$ cat src/rtl/aqfp_pipo_sequencer_pkg.sv
// Shared phase types and helpers for the AQFP launch/capture sequencer.
package aqfp_pipo_sequencer_pkg;

    localparam int N_PHASES = 8;

    typedef logic [2:0] phase_t;

    // The launch edge is the edge that wraps the counter back to phase 0.
    localparam phase_t LAUNCH_PHASE = 3'd7;

    function automatic logic [N_PHASES-1:0] phase_onehot(input phase_t ph);
        logic [N_PHASES-1:0] oh;
        oh     = 8'h00;
        oh[ph] = 1'b1;
        return oh;
    endfunction

endpackage

$ cat src/rtl/aqfp_pipo_sequencer_if.sv
// Input and output valid/ready streams of the sequencer.
interface aqfp_pipo_sequencer_if #(
    parameter int N_PI = 5,
    parameter int N_PO = 2
);
    logic            in_valid;
    logic            in_ready;
    logic [N_PI-1:0] in_data;
    logic            out_valid;
    logic            out_ready;
    logic [N_PO-1:0] out_data;

    modport master (
        output in_valid, in_data, out_ready,
        input  in_ready, out_valid, out_data
    );

    modport slave (
        input  in_valid, in_data, out_ready,
        output in_ready, out_valid, out_data
    );
endinterface

$ cat src/rtl/aqfp_pipo_sequencer_sync_fifo.sv
// Synchronous FIFO, power-of-two depth, no write-to-read bypass.
module aqfp_sync_fifo #(
    parameter int WIDTH = 2,
    parameter int DEPTH = 4,
    parameter int CW    = $clog2(DEPTH) + 1
) (
    input  logic             clk,
    input  logic             rst_n,
    input  logic             push_i,
    input  logic [WIDTH-1:0] push_data_i,
    input  logic             pop_i,
    output logic [WIDTH-1:0] pop_data_o,
    output logic             full_o,
    output logic             empty_o,
    output logic [CW-1:0]    count_o
);
    localparam int AW = $clog2(DEPTH);

    logic [WIDTH-1:0] mem_q [DEPTH];
    logic [AW-1:0]    wr_ptr_q, wr_ptr_d;
    logic [AW-1:0]    rd_ptr_q, rd_ptr_d;
    logic [CW-1:0]    count_q, count_d;
    logic             push_ok_s, pop_ok_s;

    assign full_o     = (count_q == CW'(DEPTH));
    assign empty_o    = (count_q == {CW{1'b0}});
    assign count_o    = count_q;
    assign pop_data_o = mem_q[rd_ptr_q];

    // Next-state pointers and occupancy.
    always_comb begin
        push_ok_s = push_i && !full_o;
        pop_ok_s  = pop_i && !empty_o;
        wr_ptr_d  = wr_ptr_q;
        rd_ptr_d  = rd_ptr_q;
        count_d   = count_q;
        if (push_ok_s) begin
            wr_ptr_d = wr_ptr_q + AW'(1);
        end else begin
            wr_ptr_d = wr_ptr_q;
        end
        if (pop_ok_s) begin
            rd_ptr_d = rd_ptr_q + AW'(1);
        end else begin
            rd_ptr_d = rd_ptr_q;
        end
        case ({push_ok_s, pop_ok_s})
            2'b10:   count_d = count_q + CW'(1);
            2'b01:   count_d = count_q - CW'(1);
            default: count_d = count_q;
        endcase
    end

    // Pointer and count registers.
    always_ff @(posedge clk) begin
        if (!rst_n) begin
            wr_ptr_q <= {AW{1'b0}};
            rd_ptr_q <= {AW{1'b0}};
            count_q  <= {CW{1'b0}};
        end else begin
            wr_ptr_q <= wr_ptr_d;
            rd_ptr_q <= rd_ptr_d;
            count_q  <= count_d;
        end
    end

    // Storage; contents need no reset since occupancy gates visibility.
    always_ff @(posedge clk) begin
        if (push_ok_s) begin
            mem_q[wr_ptr_q] <= push_data_i;
        end
    end

endmodule

$ cat src/rtl/aqfp_pipo_sequencer.sv
// Launches input vectors onto the AQFP PI bus once per phase rotation and
// captures PO values LAT_PHASES clocks later into a credit-protected FIFO.
module aqfp_pipo_sequencer
    import aqfp_pipo_sequencer_pkg::*;
#(
    parameter int N_PI       = 5,
    parameter int N_PO       = 2,
    parameter int LAT_PHASES = 9,
    parameter int OUT_DEPTH  = 4
) (
    input  logic                  clk,
    input  logic                  rst_n,
    aqfp_pipo_sequencer_if.slave  bus,
    output logic [N_PHASES-1:0]   phase_oh,
    output logic [N_PI-1:0]       pi_data,
    input  logic [N_PO-1:0]       po_data,
    output logic [3:0]            in_flight
);
    localparam int CW = $clog2(OUT_DEPTH) + 1;

    phase_t                phase_q, phase_d;
    logic [N_PHASES-1:0]   phase_oh_q, phase_oh_d;
    logic [N_PI-1:0]       hold_q, hold_d;
    logic                  hold_valid_q, hold_valid_d;
    logic                  in_ready_q, in_ready_d;
    logic [N_PI-1:0]       pi_data_q, pi_data_d;
    logic [LAT_PHASES-1:0] dl_q, dl_d;
    logic [3:0]            in_flight_q, in_flight_d;

    logic                  accept_s, launch_s, capture_s, credit_ok_s;
    logic                  fifo_full_s, fifo_empty_s;
    logic [CW-1:0]         fifo_count_s;
    logic [N_PO-1:0]       fifo_data_s;

    assign accept_s    = bus.in_valid && in_ready_q;
    assign capture_s   = dl_q[LAT_PHASES-1];
    // Pre-edge occupancy only: a pop in this cycle does not free a credit yet.
    assign credit_ok_s = (int'(in_flight_q) + int'(fifo_count_s)) < OUT_DEPTH;
    assign launch_s    = (phase_q == LAUNCH_PHASE) && (hold_valid_q || accept_s) && credit_ok_s;

    // Next-state for phase, hold register, PI bus, delay line and credits.
    always_comb begin
        phase_d      = phase_q + 3'd1;
        phase_oh_d   = phase_onehot(phase_d);
        hold_d       = hold_q;
        hold_valid_d = hold_valid_q;
        pi_data_d    = pi_data_q;
        if (launch_s) begin
            hold_valid_d = 1'b0;
        end else if (accept_s) begin
            hold_d       = bus.in_data;
            hold_valid_d = 1'b1;
        end else begin
            hold_valid_d = hold_valid_q;
        end
        // An entry arriving on the launch edge itself goes straight to the bus.
        if (phase_q == LAUNCH_PHASE) begin
            pi_data_d = launch_s ? (hold_valid_q ? hold_q : bus.in_data) : {N_PI{1'b0}};
        end else begin
            pi_data_d = pi_data_q;
        end
        in_ready_d = !hold_valid_d;
        dl_d       = (dl_q << 1) | LAT_PHASES'(launch_s);
        case ({launch_s, capture_s})
            2'b10:   in_flight_d = in_flight_q + 4'd1;
            2'b01:   in_flight_d = in_flight_q - 4'd1;
            default: in_flight_d = in_flight_q;
        endcase
    end

    // State registers with synchronous active-low reset.
    always_ff @(posedge clk) begin
        if (!rst_n) begin
            phase_q      <= 3'd0;
            phase_oh_q   <= 8'h01;
            hold_q       <= {N_PI{1'b0}};
            hold_valid_q <= 1'b0;
            in_ready_q   <= 1'b0;
            pi_data_q    <= {N_PI{1'b0}};
            dl_q         <= {LAT_PHASES{1'b0}};
            in_flight_q  <= 4'd0;
        end else begin
            phase_q      <= phase_d;
            phase_oh_q   <= phase_oh_d;
            hold_q       <= hold_d;
            hold_valid_q <= hold_valid_d;
            in_ready_q   <= in_ready_d;
            pi_data_q    <= pi_data_d;
            dl_q         <= dl_d;
            in_flight_q  <= in_flight_d;
        end
    end

    aqfp_sync_fifo #(
        .WIDTH (N_PO),
        .DEPTH (OUT_DEPTH),
        .CW    (CW)
    ) u_out_fifo (
        .clk         (clk),
        .rst_n       (rst_n),
        .push_i      (capture_s && !fifo_full_s),
        .push_data_i (po_data),
        .pop_i       (bus.out_valid && bus.out_ready),
        .pop_data_o  (fifo_data_s),
        .full_o      (fifo_full_s),
        .empty_o     (fifo_empty_s),
        .count_o     (fifo_count_s)
    );

    assign bus.in_ready  = in_ready_q;
    assign bus.out_valid = !fifo_empty_s;
    assign bus.out_data  = fifo_data_s;
    assign phase_oh      = phase_oh_q;
    assign pi_data       = pi_data_q;
    assign in_flight     = in_flight_q;

endmodule
$ cat src/flat_wrapper.sv
// flat-port wrapper written by rule: the top's interface ports become plain ports
module aqfp_pipo_sequencer_flat import aqfp_pipo_sequencer_pkg::*;
#(
    parameter int N_PI       = 5,
    parameter int N_PO       = 2,
    parameter int LAT_PHASES = 9,
    parameter int OUT_DEPTH  = 4
)
  (clk, rst_n, phase_oh, pi_data, po_data, in_flight, bus_in_valid, bus_in_data, bus_out_ready, bus_in_ready, bus_out_valid, bus_out_data);
  aqfp_pipo_sequencer_if #(.N_PI(N_PI), .N_PO(N_PO)) bus_i ();
  input  logic clk;
  input  logic rst_n;
  output logic [N_PHASES-1:0] phase_oh;
  output logic [N_PI-1:0] pi_data;
  input  logic [N_PO-1:0] po_data;
  output logic [3:0] in_flight;
  input wire logic [$bits(bus_i.in_valid)-1:0] bus_in_valid;
  input wire logic [$bits(bus_i.in_data)-1:0] bus_in_data;
  input wire logic [$bits(bus_i.out_ready)-1:0] bus_out_ready;
  output wire logic [$bits(bus_i.in_ready)-1:0] bus_in_ready;
  output wire logic [$bits(bus_i.out_valid)-1:0] bus_out_valid;
  output wire logic [$bits(bus_i.out_data)-1:0] bus_out_data;
  assign bus_i.in_valid = bus_in_valid;
  assign bus_i.in_data = bus_in_data;
  assign bus_i.out_ready = bus_out_ready;
  assign bus_in_ready = bus_i.in_ready;
  assign bus_out_valid = bus_i.out_valid;
  assign bus_out_data = bus_i.out_data;
  aqfp_pipo_sequencer #(.N_PI(N_PI), .N_PO(N_PO), .LAT_PHASES(LAT_PHASES), .OUT_DEPTH(OUT_DEPTH)) u_core (.clk(clk), .rst_n(rst_n), .bus(bus_i), .phase_oh(phase_oh), .pi_data(pi_data), .po_data(po_data), .in_flight(in_flight));
endmodule
$ cat config.mk
export PLATFORM = sky130hd
export DESIGN_NAME = aqfp_pipo_sequencer_flat
export DESIGN_NICKNAME = d
export VERILOG_FILES = /design/src/rtl/aqfp_pipo_sequencer_pkg.sv /design/src/rtl/aqfp_pipo_sequencer_if.sv /design/src/rtl/aqfp_pipo_sequencer_sync_fifo.sv /design/src/rtl/aqfp_pipo_sequencer.sv /design/src/flat_wrapper.sv
export SDC_FILE = /design/constraint.sdc
export NUM_CORES = 1
export LEC_CHECK = 0
export CAP_MARGIN = 10
export CELL_PAD_IN_SITES_DETAIL_PLACEMENT = 1
export CELL_PAD_IN_SITES_GLOBAL_PLACEMENT = 2
export CORE_MARGIN = 4
export CORE_UTILIZATION = 31
export CTS_CLUSTER_DIAMETER = 50
export DETAILED_ROUTE_END_ITERATION = 12
export GPL_TIMING_DRIVEN = 0
export PLACE_DENSITY = 0.81
export SYNTH_ARGS = -nofsm -noshare
export SYNTH_HDL_FRONTEND = slang
export SYNTH_HIERARCHICAL = 1
export SYNTH_SLANG_ARGS = --single-unit
$ cat constraint.sdc
create_clock -name clk -period 3.2 [get_ports clk]
set_input_delay 0.64 -clock clk [delete_from_list [all_inputs] [get_ports clk]]
set_output_delay 0.64 -clock clk [all_outputs]
set_load 0.01 [all_outputs]
==> reports/results.ini, run 1 <==
[power]
power_density_nw_per_um2 = 430
peakVddDrop_v = 0.000162
share_comb_of_total_power_pct = 7.3
p_seq_share_pct = 59.9
leakage_nw = 1.06
switching_share_pct = 23.4
p_int_w = 0.000889
clkPwrFrac_pct = 32.8
fin_total_pwr_w = 0.00116
power.switching_w = 0.000272

[setup_path]
r2r_end = u_core/in_flight[2]
setup.worst_path.end_class = flop
worstSetupPathType = reg2reg
rr_startpoint = u_core/in_flight[2]
reg2reg_setup_slack_ns = 0.13
crit_fanout = 4
worstSetupStartpointType = flop
required_ns = 3.44
critPathCapture = u_core/in_flight[2]
arrival_ns = 3.31
worstRegToRegCells = 11
cp-startpoint = u_core/in_flight[2]

[global_routing]
grt_pass1_vias = 1576
track_usage_pct = 10.8
grt_max_degree = 18
antenna_found_initial = 0
grt_pass1_wl_um = 7300
overflow = 0

[yosys]
postSynth.asyncResetShare_pct = 0
synth_edf_count = 8
syn_inst = 197
synthesis.nets = 221
yosysWarnings = 6
syn_avg_cell_area_um2 = 10.9
ys_seq_area_share_pct = 53.3
syn-cell-area_um2 = 2140
ys_types = 37
synthFlopType = dfxtp_1
yosys_register_bits = 53

[sta]
grt_setup_unrepaired = false
tightest_slew_ns = 0.530
fin_skew_ns = 0.00880
hold_violations = 0
slew_headroom_pct = 64.6
fin_crit_sh_pct = 95.9
setup_viol = 0
fmaxAchievable_ghz = 0.326
finalCriticalPeriod_ns = 3.07
hold_slack_ns = 0.445
drv_slew = 0
setup_tns_ns = 0

[route]
dr.pass1.iters = 4
dr.first_iter.drc_count = 25
route.detailed.wl_per_inst_um = 13.2
routed_wl_um = 4230
ant_nets = 0
drc = 0
dr_total_vias = 1480
viasPerCell = 4.61

[final_layout]
final_nets = 264
nFillCells = 772
regArea_um2 = 1150
drive_gt1_share_pct = 10.8
syn2layout_area_growth_pct = 26.1
fin_util_pct = 40.0
diodes = 0
multi_input_area_um2 = 941

[outcome]
status = finished, final reports clean

[clocking]
htree_levels = 2
holdBufCountCts = 0
tritoncts.num_buffers = 5
path_clk_slew_ns = 0.10
root_buffer = clkbuf_8
clkLatencyLatePin_ns = 0.31
cts.path.max_buffers = 2
clock-sinks = 53
cts_tree = done

[worst_hold_path]
min_path_type = reg2reg
holdPathStages = 1

[die]
die_h_um = 91.1
die_width_um = 91.1
rows = 30
coreArea_um2 = 6760
initial_core_util_pct = 31.7
pin_count = 32
die-area_um2 = 8300

[placed_design]
numPortBuffers = 31
place_congestion = 0.664
place_hpwl_um = 3070

[run]
maxCapViolCount = 0

[per-layer routing]
layer / track usage [%] / up-vias / routed length [um]
li1: - / 749 / -
met3: 2.65 / 7 / 133
met2: 18.3 / 22 / 2110
met5: 0 / - / 0
met4: 4.15 / 0 / 74
met1: 13.1 / 702 / 1910
[layout by cell type, fill, tap and decap left out, types with 7 or more instances in the layout]
master,synthesis,final
mux2i_1,14,14
dfxtp_1,45,42
and2_1,17,17
inv_1,10,10
ha_1,12,10
o21ai_0,7,7
edfxtp_1,8,8
nor2_1,12,12
nand2_1,20,20
clkdlybuf4s50_1,0,31
[Yosys cell counts, types with 2 or more instances]
cell,n,area (um^2)
o21ai_0,7,35.0
mux4_2,2,45.0
nand2_1,20,75.1
or3_1,3,18.8
clkbuf_1,5,18.8
inv_1,10,37.5
edfxtp_1,8,240
xor2_1,3,26.3
ha_1,12,150
dfxtp_1,45,901
xnor2_1,2,17.5
nor2_1,12,45.0
a2bb2oi_1,5,43.8
a21oi_1,4,20.0
and3_1,3,18.8
and2_1,17,106
nor4b_1,2,17.5
mux2i_1,14,140
nor2b_1,5,31.3
[registers in the layout (all words and copies together), names as in the netlist, named ones only]
name,cells
u_core/u_out_fifo/rd_ptr_q,2
u_core/pi_data,5
u_core/hold_valid_q,1
u_core/u_out_fifo/wr_ptr_q,2
u_core/phase_q,3
u_core/dl_q,9
u_core/hold_q,5
u_core/u_out_fifo/count_o,3
u_core/in_flight,4
u_core/u_out_fifo/mem_q,8
u_core/phase_oh,8
u_core/bus.in_ready,1
[worst min path at each step]
stage | start | endpoint | slack (ns)
6_report | u_core/dl_q[2] | u_core/dl_q[3] | 0.45
5_1_grt | u_core/dl_q[5] | u_core/dl_q[6] | 0.46
4_1_cts | u_core/dl_q[2] | u_core/dl_q[3] | 0.45
3_5_place_dp | u_core/dl_q[6] | u_core/dl_q[7] | 0.42
3_3_place_gp | u_core/dl_q[1] | u_core/dl_q[2] | 0.41
2_1_floorplan | u_core/dl_q[0] | u_core/dl_q[1] | 0.41
[power groups by stage]
stage	logic (W)	clock network (W)	registers, W
floorplan	0.0000395	0	0.000715
global placement	0.0000832	0	0.000712
detailed placement	0.0000849	0	0.000712
CTS	0.0000854	0.000404	0.000697
global route	0.0000961	0.000430	0.000698
finish	0.0000851	0.000381	0.000695
[metrics by stage]
stage                     instances  cell area, um^2  worst slack, ns
after floorplan                 197             2140            0.112
after global placement          308             2550          -0.0293
after detailed placement        308             2550          -0.0659
after CTS                       316             2650           0.0317
after global routing            321             2700           0.0195
final                           321             2700            0.130
[cells by family after synthesis]
family / Yosys count / share of synthesized area [%]
flip-flops: 53 / 53.3
AO/OA/AOI/OAI: 20 / 5.96
AND/OR/NAND/NOR: 73 / 18.9
multiplexers: 16 / 8.64
buffers and inverters: 17 / 3.21
XOR/XNOR: 5 / 2.04
adder cells (fa/ha/maj): 13 / 7.94
[timing repair]
item                                   CTS  global route
buffers inserted                         0             5
endpoints found under the hold margin    0             0
setup endpoints to repair                1             1
resized for setup                        5             4
[layout make-up]
type	count	area share, %
inverter	10	1.39
clock inverter	3	0.787
tap	80	3.71
sequential	53	42.6
multi-input combinational	127	34.8
clock buffer	5	2.55
buffer	7	1.30
timing repair buffer	36	12.9
[worst max-delay path, stage by stage (launching register included)]
cell and delay (ns):
dfxtp_4 0.37, ha_1 0.28, or4b_1 0.52, or4_1 0.53
buf_6 0.14, ha_2 0.19, xor2_1 0.15, ha_1 0.20
a21oi_2 0.11, xnor2_1 0.08, or3_1 0.30, a21oi_1 0.13
(Power assumes the default switching activity.)
==> inputs of run 2 (changes only) <==
--- a/config.mk
+++ b/config.mk
@@ -16,5 +16,4 @@
 export PLACE_DENSITY = 0.81
 export SYNTH_ARGS = -nofsm -noshare
 export SYNTH_HDL_FRONTEND = slang
-export SYNTH_HIERARCHICAL = 1
 export SYNTH_SLANG_ARGS = --single-unit
==> run 2 against run 1 <==
Net effect: synthesized cell count decreased by 4.6%; largest power group unchanged; largest cell class unchanged; clock-buffer cell count is 1 higher; combinational power down 2%; first-iteration DRC count up 72%; worst hold slack worse by 0.00051 ns; design area fell by 4.2%; critical path depth fell by 1.
==> reports/results.ini, run 2 <==
[outcome]
status = finished, final reports clean

[sta]
tightest_slew_ns = 0.562  ; +0.0322 ns
finalCriticalPeriod_ns = 2.97  ; -0.102 ns
drv_slew = 0  ; unchanged
slew_headroom_pct = 62.5  ; -2.1 points
fmaxAchievable_ghz = 0.337  ; +3.5%
setup_viol = 0  ; unchanged
setup_tns_ns = 0  ; unchanged
fin_skew_ns = 0.00630  ; -0.00250 ns
fin_crit_sh_pct = 92.7  ; -3.2 points
grt_setup_unrepaired = false
hold_violations = 0  ; unchanged

[final_layout]
nFillCells = 742  ; -3.9%
final_common_cell = dfxtp_1
fin_area_um2 = 2590  ; -4.2%
regArea_um2 = 1140  ; -0.76%
largest_reg_flops = 9  ; unchanged
syn2layout_area_growth_pct = 23.5
drive_gt1_share_pct = 6.17  ; -4.6 points
final_nets = 250  ; -5.3%
largest-register = u_core.dl_q
diodes = 0  ; unchanged
multi_input_area_um2 = 895  ; -4.9%
fin_util_pct = 40.1  ; +0.10 points
mostFrequentLayoutCells = dfxtp_1 (45), clkdlybuf4s50_1 (31), nor2_1 (19), and2_1 (14), ha_1 (12)

[clocking]
root_buffer = clkbuf_8
cts.path.max_buffers = 2  ; unchanged
post_cts_buffers = 0  ; unchanged
path_clk_slew_ns = 0.10  ; about the same
cts_tree = done
clkLatencyLatePin_ns = 0.30  ; about the same
tritoncts.num_buffers = 5  ; unchanged
htree_levels = 2  ; unchanged
ctsResizeCount = 0  ; -5
clock-sinks = 53  ; unchanged
holdBufCountCts = 0  ; unchanged

[die]
die_h_um = 90.2  ; -0.99%
die-area_um2 = 8140  ; -2.0%
coreArea_um2 = 6460  ; -4.4%
initial_core_util_pct = 32.4  ; +0.74 points
pin_count = 32  ; unchanged
die_width_um = 90.2  ; -0.99%
rows = 29  ; -3.3%

[global_routing]
grt_pass1_wl_um = 7140  ; -2.2%
grt_max_degree = 17  ; -1
grt_pass1_vias = 1473  ; -6.5%
antenna_found_initial = 0  ; unchanged
overflow = 0  ; unchanged
track_usage_pct = 10.8  ; +0.048 points

[route]
routed_wl_um = 4130  ; -2.3%
dr.pass1.iters = 2  ; -2
viasPerCell = 4.66  ; +1.2%
route.detailed.wl_per_inst_um = 13.6  ; +3.2%
ant_nets = 0  ; unchanged
dr.first_iter.drc_count = 43  ; +72%
drc = 0  ; unchanged
dr_total_vias = 1418  ; -4.2%

[power]
peakVddDrop_v = 0.000201  ; +24%
leakage_nw = 0.985  ; -7.0%
fin_total_pwr_w = 0.00115  ; -0.76%
power_density_nw_per_um2 = 445  ; +3.6%

[run]
maxCapViolCount = 0  ; unchanged

[placed_design]
place_area_um2 = 2500  ; -2.0%
numPortBuffers = 31  ; unchanged
place_hpwl_um = 3040  ; -1.1%
place_congestion = 0.719  ; +8.4%

[setup_path]
setup.worst_path.end_class = flop
worstSetupPathType = reg2reg
worstSetupStartpointType = flop
crit_fanout = 10  ; +6
required_ns = 3.43  ; about the same
arrival_ns = 3.20  ; -0.11 ns

[yosys]
postSynth.asyncResetShare_pct = 0  ; unchanged
yosysWarnings = 0  ; -6
synth_edf_count = 8  ; unchanged
ys_types = 34  ; -8.1%
yosys.cell_count.top_type = dfxtp_1
yosysTopAreaCell = dfxtp_1
synth_top_area_share_pct = 43.0  ; +0.93 points
syn_avg_cell_area_um2 = 11.1  ; +2.5%
yosys-top-cells-area = dfxtp_1 (43%), edfxtp_1 (11%), ha_1 (7.2%), and2_1 (4.2%), mux2i_1 (3.8%)
ys_top_cells_by_count = dfxtp_1 (45), nor2_1 (19), and2_1 (14)
synthFlopType = dfxtp_1
syn_inst = 188  ; -4.6%
ys_seq_area_share_pct = 54.4  ; +1.2 points
yosys_register_bits = 53  ; unchanged
syn-cell-area_um2 = 2100  ; -2.2%
synthesis.nets = 212  ; -4.1%

[worst_hold_path]
min_path_type = reg2reg

[run 2: changes by cell type after synthesis, sizes merged, moves of 3 or more]
cell,delta
and2,-3
nand2,-9
nor2b,-4
nor2,+7
nand3,+5
xor2,+3
mux2i,-6
[run 2: worst paths after layout]
check,cells after the start,slack [ns],end,from
worst max-delay path,10,0.23,u_core.in_flight[2],u_core.u_out_fifo.count_o[2]
worst min-delay path,1,0.44,u_core.dl_q[5],u_core.dl_q[4]
worst max register to register,10,0.23,u_core.in_flight[2],u_core.u_out_fifo.count_o[2]
worst min register to register,1,0.44,u_core.dl_q[5],u_core.dl_q[4]
[run 2: worst max-delay path, cell delays in order, from the launching register on]
cell     delay (ns)
dfxtp_1        0.49
ha_1           0.32
nor4_4         0.32
nand4_2        0.34
ha_1           0.39
xor2_1         0.16
ha_1           0.19
a21oi_1        0.14
xor2_1         0.09
or3_1          0.31
a21oi_1        0.14
[run 2: final cells by class]
| cell class | count | area share (%) |
|---|---|---|
| plain buffers | 5 | 1.01 |
| repair buffers | 31 | 12.0 |
| well taps | 77 | 3.72 |
| clock inverters | 2 | 0.532 |
| multi-input cells | 121 | 34.6 |
| clock buffers | 6 | 2.80 |
| inverters | 9 | 1.30 |
| flip-flops and latches | 53 | 44.1 |
[run 2: layer usage]
metal  share of wire [%]  GRT usage (%)
met1                  47           13.4
met2                  47           17.9
met3                 4.2           2.92
met4                 1.8           4.59
met5                   0              0
[run 2: per-stage QoR]
step,hold WS (ns),worst slack (ns),std cells
after global placement,0.414,0.0855,296
after CTS,0.451,0.179,304
after detailed placement,0.423,0.0191,296
after floorplan,0.412,0.606,188
final,0.445,0.232,304
after global routing,0.463,0.0108,304
[run 2: cell families (layout without fill, tap and decap cells)]
kind of cell	count (synthesis)	count (layout)	synth area share [%]
DFF	53	53	54.4
adders and majority gates	13	13	8.12
xor gates and xnor gates	8	8	3.34
buffers and inverters	14	53	2.87
muxes	10	10	5.97
and+or+nand+nor	66	66	16.8
AOI/OAI and AO/OA	24	24	8.42
[run 2: report_power, final]
part	switching, W	internal [W]
logic	0.0000401	0.0000429
clock network	0.000216	0.000156
registers	0.00000684	0.000690
